===== src/rtl/game_pkg.sv =====
// rtl/game_pkg.sv - shared widths, round-state encoding and helpers for the level game
package game_pkg;

  localparam int COUNT_W = 5;
  localparam int SEC_W   = 6;
  localparam logic [COUNT_W-1:0] MAX_COUNT = 5'd31;

  typedef enum logic [1:0] {
    IDLE,
    RUN,
    DONE
  } round_state_t;

  function automatic logic [COUNT_W-1:0] abs_diff(input logic [COUNT_W-1:0] a,
                                                  input logic [COUNT_W-1:0] b);
    return (a >= b) ? (a - b) : (b - a);
  endfunction

endpackage


===== src/rtl/sec_prescaler.sv =====
// rtl/sec_prescaler.sv - divides the system clock down to a one-cycle pulse per second
module sec_prescaler #(
  parameter int TICKS_PER_SEC = 100_000_000
) (
  input  logic clk,
  input  logic reset,
  input  logic clear,
  input  logic enable,
  output logic tick
);

  localparam int CW = (TICKS_PER_SEC > 1) ? $clog2(TICKS_PER_SEC) : 1;
  localparam logic [CW-1:0] LAST = CW'(TICKS_PER_SEC - 1);

  logic [CW-1:0] cnt;

  // Tick is decoded from the count so the wrap and the second-boundary coincide.
  assign tick = enable && (cnt == LAST);

  always_ff @(posedge clk) begin
    if (reset || clear) begin
      cnt <= '0;
    end else if (enable) begin
      cnt <= tick ? '0 : cnt + CW'(1);
    end
  end

endmodule


===== src/rtl/level_round_tracker.sv =====
// rtl/level_round_tracker.sv - runs one timed round of button presses and reports the miss distance
module level_round_tracker
  import game_pkg::*;
#(
  parameter int TICKS_PER_SEC = 100_000_000,
  parameter int ROUND_SECONDS = 10
) (
  input  logic               Clk100M,
  input  logic               Reset,
  input  logic               startLevel,
  input  logic [COUNT_W-1:0] target,
  input  logic               userPulse,
  input  logic               submit,
  output logic               levelComplete,
  output logic [COUNT_W-1:0] difference,
  output logic [COUNT_W-1:0] userCount,
  output logic [SEC_W-1:0]   secondsLeft,
  output logic               busy
);

  localparam logic [SEC_W-1:0] ROUND_SEC = SEC_W'(ROUND_SECONDS);

  round_state_t       state;
  logic [COUNT_W-1:0] target_reg;
  logic [COUNT_W-1:0] count_next;
  logic               tick;
  logic               timeout;
  logic               end_round;
  logic               accept_start;

  assign accept_start = (state == IDLE) && startLevel;

  sec_prescaler #(
    .TICKS_PER_SEC(TICKS_PER_SEC)
  ) u_prescaler (
    .clk   (Clk100M),
    .reset (Reset),
    .clear (accept_start),
    .enable(state == RUN),
    .tick  (tick)
  );

  // A press in the closing cycle still counts toward the reported difference.
  always_comb begin
    count_next = userCount;
    if ((state == RUN) && userPulse && (userCount != MAX_COUNT)) begin
      count_next = userCount + COUNT_W'(1);
    end
  end

  assign timeout   = tick && (secondsLeft == SEC_W'(1));
  assign end_round = (state == RUN) && (submit || timeout);

  always_ff @(posedge Clk100M) begin
    if (Reset) begin
      state         <= IDLE;
      target_reg    <= '0;
      levelComplete <= 1'b0;
      difference    <= '0;
      userCount     <= '0;
      secondsLeft   <= '0;
      busy          <= 1'b0;
    end else begin
      unique case (state)
        IDLE: begin
          levelComplete <= 1'b0;
          if (startLevel) begin
            target_reg  <= target;
            userCount   <= '0;
            secondsLeft <= ROUND_SEC;
            difference  <= '0;
            busy        <= 1'b1;
            state       <= RUN;
          end
        end
        RUN: begin
          userCount <= count_next;
          if (end_round) begin
            difference    <= abs_diff(target_reg, count_next);
            levelComplete <= 1'b1;
            busy          <= 1'b0;
            state         <= DONE;
            // A submit coinciding with the final wrap keeps the displayed second.
            if (!submit) begin
              secondsLeft <= '0;
            end
          end else if (tick) begin
            secondsLeft <= secondsLeft - SEC_W'(1);
          end
        end
        DONE: begin
          levelComplete <= 1'b0;
          state         <= IDLE;
        end
        default: begin
          levelComplete <= 1'b0;
          busy          <= 1'b0;
          state         <= IDLE;
        end
      endcase
    end
  end

endmodule


===== config.mk =====
export PLATFORM = sky130hd
export DESIGN_NAME = level_round_tracker
export DESIGN_NICKNAME = d
export VERILOG_FILES = /design/src/rtl/game_pkg.sv /design/src/rtl/sec_prescaler.sv /design/src/rtl/level_round_tracker.sv
export SDC_FILE = /design/constraint.sdc
export NUM_CORES = 1
export LEC_CHECK = 0
export CAP_MARGIN = 5
export CELL_PAD_IN_SITES_DETAIL_PLACEMENT = 1
export CELL_PAD_IN_SITES_GLOBAL_PLACEMENT = 2
export CORE_MARGIN = 1.5
export CORE_UTILIZATION = 25
export DETAILED_ROUTE_END_ITERATION = 10
export PLACE_DENSITY_LB_ADDON = 0.1
export SETUP_SLACK_MARGIN = 0.2
export SYNTH_ARGS = -nofsm -noshare
export SYNTH_HDL_FRONTEND = slang
export SYNTH_SLANG_ARGS = --single-unit

===== constraint.sdc =====
create_clock -name Clk100M -period 2.94 [get_ports Clk100M]
set_input_delay 0.588 -clock Clk100M [delete_from_list [all_inputs] [get_ports Clk100M]]
set_output_delay 0.588 -clock Clk100M [all_outputs]
set_load 0.005 [all_outputs]

==> out/metrics.csv <==
metric,value,unit
Final Skew,0.00775,ns
dominant synthesized flop cell,dfxtp_1,
Worst EP required,3.15,ns
HPWL Detailed,5780,µm
Post-synth ARST share,0,%
I/O Pins,28,
Mapped Area,2780,µm²
initial drt markers,40,
DRC Markers,0,
Largest register FFs,27,
RSZ-0062 raised after global routing,yes,
Pwr Density,387,nW/µm²
Synth Instances,324,
Worst setup SP type,register,
"top cells by area, synth","dfxtp_1, ha_1, xor2_1, nor2_1, nand2_1",
"Most Used Layer, Global Route",met2,
Largest Register,u_prescaler.cnt,
Die Width,109,µm
min Tclk post-route,2.87,ns
Skew-Pair Late Insertion Delay,0.31,ns
clk sinks,52,
max-cap viol count,0,
Hold Startpoint,difference[3],
Mapped Avg Cell Area,8.59,µm²
register bit total from synthesis,52,
Synth top area share,37.4,%
Routed Antenna Nets,0,
Ys Warns,0,
syn nets,350,
met3 usage,2.77,%
Synth cell types,49,
clock buffer depth,2,
beginning of the critical path,userCount[0],
synth-to-layout area growth,32.0,%
grt met2 use,24.8,%
critical path data arrival time,3.08,ns
CTS Hold Buffers Added,0,
H-tree depth,2,
total grt overflow,0,
met1 GRT Util,16.3,%
CTS tree,yes,
layout cells sized above 1,18.6,%
Final Hold Viols,0,
Post-synth EDFFs,0,
status,"finished, final reports clean",
# port buffers,27,
initial antenna violation count,0,
# nets final,402,
critical-path maximum fanout,5,
CTS root buf,clkbuf_8,
row count,38,
Initial Utilization,25.7,%
Worst-path clk slew,0.10,ns
per-cell routed wire length,14.6,µm
Worst slew margin,50.4,%
top flop regs,"u_prescaler.cnt: 27 flops, secondsLeft: 6 flops",
"Slew Viols, Final",0,
pin count of the biggest net entering global routing,21,
DRT Wirelength,7560,µm
area of the die,11800,µm²
"Power, Total",1.42,mW
All-Layer GR Usage,13.6,%
crit end category,register,
Tcrit/Tclk final,97.6,%
Die Ht,109,µm
Worst-Margin Slew,0.735,ns
Core Footprint,10800,µm²
Synth area leader,dfxtp_1,
Pre-Repair DR Iteration Count,4,
post-synthesis sequential area ratio,37.4,%
vias in the first global route,2429,
post-route insts no fill,517,
Reg-to-Reg Start,userCount[0],
drt via density,4.68,
first-pass GRT wire length,12200,µm
CTS Buf Count,5,
Max VDD drop,169,µV
placed cell count,506,
Inserted Diodes,0,
Placer Congestion,0.776,
Via Count,2421,
worst min path class,register to register,
final setup fails,0,
Fmax,348,MHz
P_leak,1.34,nW
WS Path Type,register to register,
-- final timing paths --
| path | slack [ns] | endpoint | cells past startpoint |
|---|---|---|---|
| worst max register to register | 0.07 | difference[2] | 12 |
| worst min register to register | 0.48 | difference[3] | 2 |
| worst min-delay path | 0.48 | difference[3] | 2 |
| worst max-delay path | 0.07 | difference[2] | 12 |
-- logic make-up (layout without fill, tap and decap cells) --
kind of cell	count (synthesis)	in the layout	share of synthesized area (%)
muxes	9	9	3.33
adders and majority gates	16	16	7.73
and+or+nand+nor	142	142	27.9
buffers and inverters	28	81	4.05
DFF	52	52	37.4
AOI/OAI and AO/OA	48	48	10.5
xor gates and xnor gates	29	29	9.12
-- Yosys cell counts, drive strengths merged (9+ instances only) --
library cell / n
nor2: 46
inv: 14
dfxtp: 52
xor2: 20
nand4: 11
xnor2: 9
o21ai: 10
ha: 14
nand3: 13
a21oi: 19
clkbuf: 13
nand2: 27
-- final cells by class --
class	instances	area, µm²
clock buffer	6	72.6
clock inverter	2	15.0
fill	1271	7170
inverter	14	55.1
multi-input combinational	244	1780
sequential	52	1050
tap	140	175
timing repair buffer	59	531
-- cell usage in the layout, fill, tap and decap left out, drive strengths merged, types with 2 or more instances in the layout --
| cell | n |
|---|---|
| dfxtp | 52 |
| nor2 | 46 |
| buf | 32 |
| nand2 | 27 |
| clkdlybuf4s50 | 27 |
| xor2 | 20 |
| a21oi | 19 |
| inv | 15 |
| ha | 14 |
| nand3 | 13 |
| nand4 | 11 |
| o21ai | 10 |
| xnor2 | 9 |
| and4 | 7 |
| mux2i | 7 |
| nand2b | 6 |
| clkbuf | 6 |
| and3 | 6 |
| or3 | 4 |
| nand3b | 3 |
| nor2b | 3 |
| a22oi | 3 |
| o211ai | 3 |
| and2b | 3 |
| mux2 | 2 |
| nor4 | 2 |
| a211oi | 2 |
| a311oi | 2 |
| or4 | 2 |
| and2 | 2 |
| a21o | 2 |
| nor3b | 2 |
| and4b | 2 |
| a31oi | 2 |
| fa | 2 |
-- power breakdown --
group	leakage, nW	switching [mW]	internal, mW	total [mW]
logic	0.869	0.125	0.131	0.256
clock network	0.0457	0.258	0.171	0.429
registers	0.422	0.0167	0.719	0.735
-- through the flow --
| step | area [µm²] | hold WS, ns | TNS (ns) | utilization, % | worst slack, ns |
|---|---|---|---|---|---|
| floorplan | 2850 | 0.441 | 0 | - | 0.0410 |
| global placement | 3460 | 0.450 | -0.954 | 31.9 | -0.273 |
| detailed placement | 3460 | 0.460 | -0.974 | 31.9 | -0.289 |
| CTS | 3630 | 0.490 | 0 | 33.5 | 0.0175 |
| global route | 3670 | 0.509 | -0.297 | 33.9 | -0.0907 |
| finish | 3670 | 0.477 | 0 | 33.9 | 0.0692 |
-- routing by layer --
metal,wire [µm],vias to the layer above
li1,-,1223
met1,3400,1177
met3,168,5
met2,3930,16
met5,0,-
met4,60,0
-- timing repair --
action / 4_1_cts / 5_1_grt
gates resized for setup: 12 / 9
setup endpoints to repair: 4 / 4
pin swaps: 9 / 9
endpoints found under the hold margin: 0 / 0
buffers inserted: 2 / 1
-- worst max-delay path, stage by stage (launching register included) --
cell	delay, ns
dfxtp_4	0.36
ha_4	0.15
and3_4	0.18
ha_4	0.15
nor3b_4	0.29
buf_4	0.19
mux2i_4	0.28
ha_4	0.24
a21o_1	0.22
a31oi_4	0.18
mux2i_1	0.23
xor2_1	0.09
a32o_1	0.21
No activity file was read; power rests on OpenSTA's default activity.
